`config.mk`:
```
export PLATFORM = sky130hd
export DESIGN_NAME = push_btn_debouncer_flat
export DESIGN_NICKNAME = d
export VERILOG_FILES = /design/src/rtl/push_btn_pkg.sv /design/src/rtl/push_btn_debouncer_if.sv /design/src/rtl/push_btn_sync.sv /design/src/rtl/push_btn_debouncer.sv /design/src/flat_wrapper.sv
export SDC_FILE = /design/constraint.sdc
export NUM_CORES = 1
export LEC_CHECK = 0
export CAP_MARGIN = 0
export CELL_PAD_IN_SITES_DETAIL_PLACEMENT = 0
export CELL_PAD_IN_SITES_GLOBAL_PLACEMENT = 1
export CORE_MARGIN = 4
export CORE_UTILIZATION = 41
export CTS_CLUSTER_SIZE = 16
export DETAILED_ROUTE_END_ITERATION = 10
export PLACE_DENSITY = 0.8
export SLEW_MARGIN = 20
export SYNTH_ARGS = -nofsm -noshare
export SYNTH_HDL_FRONTEND = slang
export SYNTH_SLANG_ARGS = --single-unit
```
`constraint.sdc`:
```
create_clock -name clock -period 1.8 [get_ports clock]
set_clock_uncertainty 0.15 [all_clocks]
set_input_delay 0.36 -clock clock [delete_from_list [all_inputs] [get_ports clock]]
set_output_delay 0.36 -clock clock [all_outputs]
set_load 0.05 [all_outputs]
```
`src/rtl/push_btn_pkg.sv`:
```
// Shared definitions for the push-button debouncer: FSM state encodings and
// default timing constants.
package push_btn_pkg;

  localparam int PUSH_BTN_WAIT = 40000;
  localparam int PUSH_BTN_SIZE = 16;

  typedef enum logic [1:0] {
    PUSH_BTN_DEB_IDLE = 2'd0,
    PRESS_WAIT        = 2'd1,
    HELD              = 2'd2,
    RELEASE_WAIT      = 2'd3
  } push_btn_state_t;

endpackage

```
`src/rtl/push_btn_debouncer_if.sv`:
```
// Pin-side bundle of the debouncer: raw button in, debounced pulse and level out.
interface push_btn_debouncer_if;

  logic button;
  logic button_pressed;
  logic button_level;

  modport master (
    output button,
    input  button_pressed,
    input  button_level
  );

  modport slave (
    input  button,
    output button_pressed,
    output button_level
  );

endinterface

```
`src/rtl/push_btn_sync.sv`:
```
// Two-flop synchroniser for an asynchronous pin; both stages clear to 0 on reset.
module push_btn_sync (
  input  logic clock,
  input  logic reset,
  input  logic d,
  output logic q
);

  logic sync1;

  always_ff @(posedge clock or negedge reset) begin
    if (!reset) begin
      sync1 <= 1'b0;
      q     <= 1'b0;
    end else begin
      sync1 <= d;
      q     <= sync1;
    end
  end

endmodule

```
`src/rtl/push_btn_debouncer.sv`:
```
// Debounces a raw push-button pin: one-cycle pulse per accepted press plus a
// debounced level. An edge is accepted only after Wait+1 consecutive equal samples.
module push_btn_debouncer
  import push_btn_pkg::*;
#(
  parameter int Wait = PUSH_BTN_WAIT,
  parameter int Size = PUSH_BTN_SIZE
) (
  input  logic                  clock,
  input  logic                  reset,
  push_btn_debouncer_if.slave   bus
);

  localparam logic [Size-1:0] LastCount = Size'(Wait - 1);

  push_btn_state_t state;
  logic [Size-1:0] count;
  logic            s;
  logic            pressed_q;
  logic            level_q;

  push_btn_sync u_sync (
    .clock (clock),
    .reset (reset),
    .d     (bus.button),
    .q     (s)
  );

  // Any opposite sample inside a wait window drops back to the stable state,
  // so the full window must restart from zero.
  always_ff @(posedge clock or negedge reset) begin
    if (!reset) begin
      state     <= PUSH_BTN_DEB_IDLE;
      count     <= '0;
      pressed_q <= 1'b0;
      level_q   <= 1'b0;
    end else begin
      pressed_q <= 1'b0;
      case (state)
        PUSH_BTN_DEB_IDLE: begin
          level_q <= 1'b0;
          count   <= '0;
          if (s) begin
            state <= PRESS_WAIT;
          end
        end
        PRESS_WAIT: begin
          if (!s) begin
            state   <= PUSH_BTN_DEB_IDLE;
            count   <= '0;
            level_q <= 1'b0;
          end else if (count == LastCount) begin
            state     <= HELD;
            count     <= '0;
            pressed_q <= 1'b1;
            level_q   <= 1'b1;
          end else begin
            count   <= count + Size'(1);
            level_q <= 1'b0;
          end
        end
        HELD: begin
          level_q <= 1'b1;
          count   <= '0;
          if (!s) begin
            state <= RELEASE_WAIT;
          end
        end
        RELEASE_WAIT: begin
          if (s) begin
            state   <= HELD;
            count   <= '0;
            level_q <= 1'b1;
          end else if (count == LastCount) begin
            state   <= PUSH_BTN_DEB_IDLE;
            count   <= '0;
            level_q <= 1'b0;
          end else begin
            count   <= count + Size'(1);
            level_q <= 1'b1;
          end
        end
        default: begin
          state   <= PUSH_BTN_DEB_IDLE;
          count   <= '0;
          level_q <= 1'b0;
        end
      endcase
    end
  end

  assign bus.button_pressed = pressed_q;
  assign bus.button_level   = level_q;

endmodule

```
`src/flat_wrapper.sv`:
```
// flat-port wrapper written by rule: the top's interface ports become plain ports
module push_btn_debouncer_flat import push_btn_pkg::*;
#(
  parameter int Wait = PUSH_BTN_WAIT,
  parameter int Size = PUSH_BTN_SIZE
)
  (clock, reset, bus_button, bus_button_pressed, bus_button_level);
  push_btn_debouncer_if bus_i ();
  input  logic clock;
  input  logic reset;
  input wire logic [$bits(bus_i.button)-1:0] bus_button;
  output wire logic [$bits(bus_i.button_pressed)-1:0] bus_button_pressed;
  output wire logic [$bits(bus_i.button_level)-1:0] bus_button_level;
  assign bus_i.button = bus_button;
  assign bus_button_pressed = bus_i.button_pressed;
  assign bus_button_level = bus_i.button_level;
  push_btn_debouncer #(.Wait(Wait), .Size(Size)) u_core (.clock(clock), .reset(reset), .bus(bus_i));
endmodule
```
-- After elaboration in Yosys (flattened, before gate mapping)
Index checks and enable logic that the tools add are counted.
W data, S select, Z words.
- output and inout bits: 2
- input bits: 3
- register bits: 22
- muxes and demuxes: 17
- equality and inequality tests: 8
- add/subtract/negate cells: 1
- reductions and logical operators: 3
- operator list (operator ; number):
    $mux W16 ; 3
    $pmux W16 S3 ; 1
    $add A16 B1 Y16 const B ; 1
    $eq A16 B16 Y1 const B ; 1
    $mux W2 ; 6
    $pmux W2 S4 ; 1
    $ne A3 B2 Y1 const B ; 2
    $mux W1 ; 5
    $eq A2 B2 Y1 const B ; 2
    $ne A2 B2 Y1 const B ; 2
    $pmux W1 S4 ; 1
    $reduce_and A4 Y1 ; 1
    $eq A2 B1 Y1 const B ; 1
    $logic_not A2 Y1 ; 1
    $reduce_or A2 Y1 ; 1

-- Depth between registers and ports, before layout
Gate-level depths: netlist (run 1).
- word-level depth: 4
- gate-level depth with buffers: 6

-- Hierarchy
Synthesis (run 1) repeated with hierarchy kept, for this count alone.
- cells, all modules: 93
- area total of the unflattened synthesis: 992.2 um^2
- by module, submodules not included (module ; cells an instance ; times used ; sequential area each (um^2) ; area each (um^2)):
    push_btn_debouncer ; 91 ; 1 ; 500.5 ; 942.2
    push_btn_sync ; 2 ; 1 ; 50.0 ; 50.0

-- Least setup slack after synthesis (run 1)
OpenSTA, ideal clock, no wires.
- kind: reg-to-reg
- start: register u_core.count[9]
- end: register u_core.count[14]
- data required time: 1.531 ns
- slack: -0.093 ns
- stages on the path, launching flop included: 6
- data arrival time: 1.624 ns
- clock period less this slack: 1.893 ns
- setup time: 0.119 ns
- cells stage by stage: dfrtp_1 -> or4_1 -> nor4_2 -> nand3b_2 -> buf_4 -> nor2_1
- cells in the longest elaborated chain, start to end: 4
- RTL lines (what ; RTL line ; text):
    start, declared ; push_btn_debouncer.sv:17 ; logic [Size-1:0] count;
    start signal, assigned ; push_btn_debouncer.sv:58 ; count <= count + Size'(1);
    start signal, assigned ; push_btn_debouncer.sv:79 ; count <= count + Size'(1);
    $add A16 B1 Y16 / $eq A16 B16 Y1 (equally long branches) ; -- ;
    $mux W16 * ; push_btn_debouncer.sv:52, push_btn_debouncer.sv:74 ;
    $mux W16 (on tied branches) ; push_btn_debouncer.sv:70, push_btn_debouncer.sv:48 ;
    $pmux W16 S3 * ; push_btn_debouncer.sv:39 ; case (state)
Mark *: on every way between the ends. The rest lies on a longest branch, timed or not.
A chain may end at the register's enable or synchronous reset.

-- Final worst setup path (run 1)
- start: register u_core.count[9]
- end: register u_core.level_q (netlist: u_core.bus.button_level)
- cells in the longest elaborated chain, start to end: 4
- RTL lines (what ; RTL line ; text):
    $eq A16 B16 Y1 * ; push_btn_debouncer.sv:52, push_btn_debouncer.sv:74 ;
    $mux W1 (on tied branches) ; push_btn_debouncer.sv:74, push_btn_debouncer.sv:52 ;
    $mux W1 (on tied branches) ; push_btn_debouncer.sv:70, push_btn_debouncer.sv:48 ;
    $pmux W1 S4 * ; push_btn_debouncer.sv:39 ;
    end signal, assigned ; push_btn_debouncer.sv:41 ; level_q <= 1'b0;
    end signal, assigned ; push_btn_debouncer.sv:51 ; level_q <= 1'b0;
    end signal, assigned ; push_btn_debouncer.sv:73 ; level_q <= 1'b1;
    end, declared ; push_btn_debouncer.sv:20 ; logic level_q;
Marked as above.

==> flow_metrics.env, run 1 <==
export IMPL_outcome="complete, but fails checks"
export IMPL_violations="setup timing"
export IMPL_internal_power_mw=0.635
export IMPL_p_comb_share_pct=3.9
export IMPL_powerDensity_nw_per_um2=673
export IMPL_drt_pre_antenna_iters=4
export IMPL_cp_depth=4
export IMPL_crit_fanout=4
export IMPL_drc=0
export IMPL_yosysWarnings=0
export IMPL_wirelength_mm=1.71
export IMPL_cts_tree="yes"
export IMPL_crit_chain="or4_4, nor4_4, nand2_2, mux2_2"
export IMPL_period_share_pct=104
export IMPL_hold_path_class="reg -> reg"
export IMPL_clk_latency_ns=0.31
export IMPL_rsz0062_at_grt="yes"
export IMPL_cp_num_buf_inv=0
export IMPL_fin_ws_ns=-0.0661
export IMPL_drive_gt1_share_pct=23.4
export IMPL_cp_top_family="simple AND/OR/NAND/NOR gates"
export IMPL_hold_depth=0
export IMPL_die_h_um=57.1
export IMPL_synth_cells=93
export IMPL_synth_avg_cell_area_um2=10.6
export IMPL_synth_cell_types=19
export IMPL_maxCapViolCount=0
export IMPL_worst_path_largest_cell_delay_ns=0.55
export IMPL_timing_setup_tns_ns=-0.420
export IMPL_r2r_setup_slack_ns=-0.07
export IMPL_hpwl_mm=1.20
export IMPL_fmax_ghz=0.536
export IMPL_tightest_slew_ns=0.325
export IMPL_netSwitchingPower_mw=0.173
export IMPL_cts_max_level=1
export IMPL_ir_worst_vdd_v=0.000452
export IMPL_start_util_pct=43.8
export IMPL_vias=699
export IMPL_cp_start_kind="register"
export IMPL_p_clk_share_pct=33.7
export IMPL_whs_endpoint="u_core.u_sync.q"
export IMPL_area_growth_pct=21.7
export IMPL_leakage_nw=0.490
export IMPL_ant_nets=0
export IMPL_core_um2=2250
export IMPL_hold_viol=0
export IMPL_dieWidth_um=57.1
export IMPL_io_buffers=4
export IMPL_syn_num_nets=97
export IMPL_seq_area_um2=551
export IMPL_root_buffer="clkbuf_4"
export IMPL_clk_pin_slew_ns=0.12
export IMPL_diodes=0
export IMPL_overflow=0
export IMPL_grt_pass1_vias=709
export IMPL_cp_slowest_cell="or4_4"
export IMPL_slew_headroom_pct=78.1
export IMPL_gp_congestion=0.762
export IMPL_nets=116
export IMPL_reg2regPathDepth=4
export IMPL_crit_required_ns=1.85
export IMPL_fillCellCount=221
export IMPL_clock_sinks=22
export IMPL_syn_area_um2=987
export IMPL_reg2reg_to="u_core.bus.button_level"
export IMPL_track_usage_pct=12.7
export IMPL_hold_buffers=0
export IMPL_crit_type="reg -> reg"
export IMPL_crit_arrival_ns=1.92
export IMPL_cts_buffers_inserted=3
export IMPL_fin_util_pct=53.3
export IMPL_power_frac_seq_pct=62.4
export IMPL_vias_per_cell=5.03
export IMPL_pin_count=5
export IMPL_grt_max_degree=23
export IMPL_multi_input_area_um2=447
export IMPL_r2r_start="u_core.count[9]"
export IMPL_drt_iter0_markers=9
export IMPL_end_kind="register"
export IMPL_p_sw_share_pct=21.4
export IMPL_hp_start="u_core.u_sync.sync1"
export IMPL_drv_slew=0
export IMPL_total_power_mw=0.808
export IMPL_final_area_um2=1200
export IMPL_die_area_um2=3260
export IMPL_setup_viol=18
export IMPL_period_needed_ns=1.87
export IMPL_grt_pass1_wl_mm=3.18
export IMPL_antenna_found_initial=0
export IMPL_routedWlPerCell_um=12.3
export IMPL_ys_seq_area_share_pct=55.8
export IMPL_clockBufferDepth=2
export IMPL_row_count=17
export IMPL_ys_seq_elements=22
export IMPL_placed_area_um2=1140
[cell usage after synthesis (all sizes together)]
| cell | n | area share [%] |
|---|---|---|
| nand3 | 6 | 3.0 |
| or4bb | 1 | 1.1 |
| nor4 | 5 | 3.8 |
| buf | 1 | 0.76 |
| nand3b | 1 | 1.1 |
| nand2 | 5 | 1.9 |
| dfrtp | 22 | 56 |
| xnor2 | 12 | 11 |
| nor2 | 19 | 7.2 |
| inv | 4 | 1.5 |
| xor2 | 3 | 2.7 |
| nand4 | 4 | 2.5 |
| and2 | 1 | 0.76 |
| mux2 | 2 | 2.3 |
| nor3 | 4 | 2.0 |
| or4 | 1 | 0.76 |
| nor3b | 1 | 0.76 |
| ha | 1 | 1.3 |
[logic make-up after synthesis]
kind of cell	Yosys count	synth area share (%)
simple gates	48	25.1
flops	22	55.8
xor+xnor	15	13.3
buf+inv	5	2.28
mux	2	2.28
fa+ha+maj	1	1.27
[cell type report]
class,count,area share [%]
inverter,4,1.25
timing repair buffer,15,9.79
tap,28,2.92
multi-input combinational,66,37.2
sequential,22,45.8
clock buffer,4,3.02
[per-stage QoR]
step	setup slack, ns	hold WS [ns]	instances
2_1_floorplan	-0.0667	-0.0856	93
3_5_place_dp	-0.110	0.185	135
5_1_grt	-0.135	0.222	139
3_3_place_gp	-0.0825	0.183	135
4_1_cts	-0.0770	0.212	139
6_report	-0.0661	0.211	139
[worst max path at each step]
stage                           from                       to  slack, ns
floorplan           u_core.count[14]                 register      -0.07
global placement    u_core.count[14]  u_core.bus.button_level      -0.08
detailed placement   u_core.count[9]                 register      -0.11
CTS                  u_core.count[9]         u_core.count[13]      -0.08
global route         u_core.count[9]         u_core.count[13]      -0.13
finish               u_core.count[9]  u_core.bus.button_level      -0.07
[worst register-to-register path: cells and delay by family (launching register included)]
kind / cells / cell delay, ns
DFF: 1 / 0.40
and+or+nand+nor: 3 / 0.94
muxes: 1 / 0.28
[cells in the final DEF, fill, tap and decap left out, drive strengths merged]
master         netlist  routed
buf                  1      13
mux2                 2       2
nor3b                1       1
nand3b               1       1
nand2                5       5
nor2                19      19
inv                  4       4
xor2                 3       3
nand3                6       6
clkdlybuf4s50        0       2
or4bb                1       1
nor4                 5       5
nand4                4       4
or4                  1       1
and2                 1       1
clkbuf               0       4
dfrtp               22      22
xnor2               12      12
ha                   1       1
nor3                 4       4
[metal layers]
layer | track usage [%] | share of wire [%] | vias up
li1 | - | - | 352
met1 | 15.9 | 46 | 335
met2 | 20.7 | 49 | 8
met3 | 2.94 | 2.7 | 4
met4 | 5.96 | 1.9 | 0
met5 | 0 | 0 | -
[repair_timing]
action,4_1_cts,5_1_grt
setup endpoints to repair,20,20
setup buffers,0,0
resized for setup,4,2
pin swaps,2,0
gates cloned,0,0
[registers in the layout, indices dropped and copies added (netlist names), named ones only]
signal	cells
u_core.bus.button_pressed	1
u_core.count	16
u_core.bus.button_level	1
u_core.u_sync.sync1	1
u_core.state	1
u_core.u_sync.q	1
[power by group through the flow]
stage | combinational [mW] | sequential [mW] | clock, mW
after floorplan | 0.0134 | 0.513 | 0
final | 0.0318 | 0.504 | 0.272
after CTS | 0.0328 | 0.504 | 0.277
after detailed placement | 0.0325 | 0.513 | 0
after global placement | 0.0318 | 0.513 | 0
after global routing | 0.0372 | 0.505 | 0.311
No activity file was read; power rests on OpenSTA's default activity.
==> inputs of run 2 (changes only) <==
--- a/config.mk
+++ b/config.mk
@@ -12,6 +12,7 @@
 export CORE_UTILIZATION = 41
 export CTS_CLUSTER_SIZE = 16
 export DETAILED_ROUTE_END_ITERATION = 10
+export GPL_ROUTABILITY_DRIVEN = 0
 export PLACE_DENSITY = 0.8
 export SLEW_MARGIN = 20
 export SYNTH_ARGS = -nofsm -noshare
==> results of run 2 <==
Same layout as run 1: the final DEF is identical, and so are final timing and power.
==> inputs of run 3 (changes only) <==
--- a/config.mk
+++ b/config.mk
@@ -8,6 +8,7 @@
 export CAP_MARGIN = 0
 export CELL_PAD_IN_SITES_DETAIL_PLACEMENT = 0
 export CELL_PAD_IN_SITES_GLOBAL_PLACEMENT = 1
+export CORE_ASPECT_RATIO = 1.5
 export CORE_MARGIN = 4
 export CORE_UTILIZATION = 41
 export CTS_CLUSTER_SIZE = 16
==> flow_metrics.env, run 3 (synthesized netlist as in run 1, its figures left out) <==
export IMPL_regMostFlops="u_core.count"
export IMPL_drc=0
export IMPL_core_um2=2260
export IMPL_end_kind="register"
export IMPL_setup_viol=19
export IMPL_clockBufferDepth=2
export IMPL_cts_tree="yes"
export IMPL_track_usage_pct=14.4
export IMPL_period_share_pct=107
export IMPL_crit_fanout=4
export IMPL_overflow=0
export IMPL_fin_ws_ns=-0.129
export IMPL_crit_required_ns=1.85
export IMPL_rsz0062_at_grt="yes"
export IMPL_fin_util_pct=55.0
export IMPL_dieWidth_um=48.1
export IMPL_slew_headroom_pct=78.5
export IMPL_multi_input_area_um2=442
export IMPL_start_util_pct=43.7
export IMPL_antenna_found_initial=0
export IMPL_diodes=0
export IMPL_die_h_um=68.1
export IMPL_row_count=21
export IMPL_crit_arrival_ns=1.98
export IMPL_wirelength_mm=1.95
export IMPL_fmax_ghz=0.518
export IMPL_period_needed_ns=1.93
export IMPL_final_common_cell="dfrtp_1"
export IMPL_fillCellCount=198
export IMPL_pin_count=5
export IMPL_clock_sinks=22
export IMPL_nets=121
export IMPL_drv_slew=0
export IMPL_grt_pass1_wl_mm=3.33
export IMPL_vias_per_cell=5.33
export IMPL_ir_worst_vdd_v=0.000381
export IMPL_outcome="complete, but fails checks"
export IMPL_grt_pass1_vias=763
export IMPL_drt_iter0_markers=25
export IMPL_power_frac_seq_pct=55.6
export IMPL_clk_pin_slew_ns=0.12
export IMPL_routedWlPerCell_um=14.0
export IMPL_area_growth_pct=26.0
export IMPL_root_buffer="clkbuf_4"
export IMPL_hold_buffers=0
export IMPL_ant_nets=0
export IMPL_hold_viol=0
export IMPL_placed_area_um2=1140
export IMPL_seq_area_um2=551
export IMPL_largest_reg_flops=16
export IMPL_p_comb_share_pct=3.5
export IMPL_p_sw_share_pct=18.8
export IMPL_netSwitchingPower_mw=0.171
export IMPL_die_area_um2=3270
export IMPL_drt_pre_antenna_iters=4
export IMPL_grt_max_degree=23
export IMPL_dp_slack_ns=-0.136
export IMPL_total_power_mw=0.907
export IMPL_final_area_um2=1240
export IMPL_hold_path_class="in -> async"
export IMPL_cts_buffers_inserted=3
export IMPL_cp_start_kind="register"
export IMPL_clk_latency_ns=0.30
export IMPL_maxCapViolCount=0
export IMPL_violations="setup timing"
export IMPL_holdWs_ns=0.238
export IMPL_leakage_nw=0.527
export IMPL_hpwl_mm=1.40
export IMPL_powerDensity_nw_per_um2=729
export IMPL_crit_type="reg -> reg"
export IMPL_p_clk_share_pct=40.9
export IMPL_drive_gt1_share_pct=25.0
export IMPL_internal_power_mw=0.736
export IMPL_final_cell_mix="dfrtp_1, nor2_1, buf_4"
export IMPL_io_buffers=4
export IMPL_tightest_slew_ns=0.319
export IMPL_cts_max_level=1
export IMPL_vias=741
[run 3: cell types whose count changed in the layout (fill, tap and decap cells not counted)]
cell / before / now
ha_2: 1 / 0
mux2_2: 2 / 1
buf_4: 13 / 18
nor3b_2: 1 / 0
and2_2: 0 / 1
clkbuf_8: 1 / 0
bufinv_16: 0 / 1
and2_4: 1 / 0
mux2_4: 0 / 1
ha_1: 0 / 1
nor3b_1: 0 / 1
[run 3: per-layer routing]
metal	vias up	wire, um	track usage, %
li1	358	-	-
met1	373	760	15.0
met2	8	1100	27.0
met3	2	57	2.37
met4	0	27	5.39
met5	-	0	0
[run 3: path summary, 6_finish.rpt]
| path | depth (start not counted) | from | endpoint | slack (ns) |
|---|---|---|---|---|
| setup / recovery | 4 | u_core.count[9] | register | -0.13 |
| hold / removal | 2 | reset | u_core.count[2] | 0.24 |
| setup reg to reg | 4 | u_core.count[9] | register | -0.13 |
| hold reg to reg | 0 | u_core.u_sync.sync1 | u_core.u_sync.q | 0.24 |
| max in group asynchronous | 2 | reset | u_core.count[9] | 1.05 |
| min in group clock | 0 | u_core.u_sync.sync1 | u_core.u_sync.q | 0.24 |
[run 3: worst max-delay path, cell delays in order, from the launching register on]
cell and delay, ns:
dfrtp_1 0.40, or4_4 0.55, nor4_4 0.31, nand2_2 0.12, mux2_4 0.31
[run 3: timing repair]
item	in CTS	in global routing
resized for setup	0	4
pin swaps	2	2
hold endpoints to repair	0	0
endpoints found under the setup margin	20	20
setup buffers	2	2
[run 3: final cells by class]
| type | instances | area share [%] |
|---|---|---|
| Clock buffer | 3 | 1.81 |
| Inverter | 4 | 1.21 |
| Sequential cell | 22 | 44.3 |
| Multi-Input combinational cell | 66 | 35.5 |
| Tap cell | 23 | 2.31 |
| Timing Repair Buffer | 20 | 12.5 |
| Clock inverter | 1 | 2.41 |
[run 3: power groups by stage]
| stage | Sequential, mW | Combinational (mW) | Clock [mW] |
|---|---|---|---|
| final | 0.504 | 0.0316 | 0.371 |
| after floorplan | 0.513 | 0.0134 | 0 |
| after global routing | 0.506 | 0.0361 | 0.409 |
| after global placement | 0.513 | 0.0319 | 0 |
| after detailed placement | 0.514 | 0.0328 | 0 |
| after CTS | 0.504 | 0.0330 | 0.380 |
[run 3: metrics by stage]
stage               std cells  TNS, ns
floorplan                  93   -0.339
global placement          131   -0.640
detailed placement        131    -1.29
CTS                       137    -1.51
global route              139    -2.75
finish                    139    -1.33
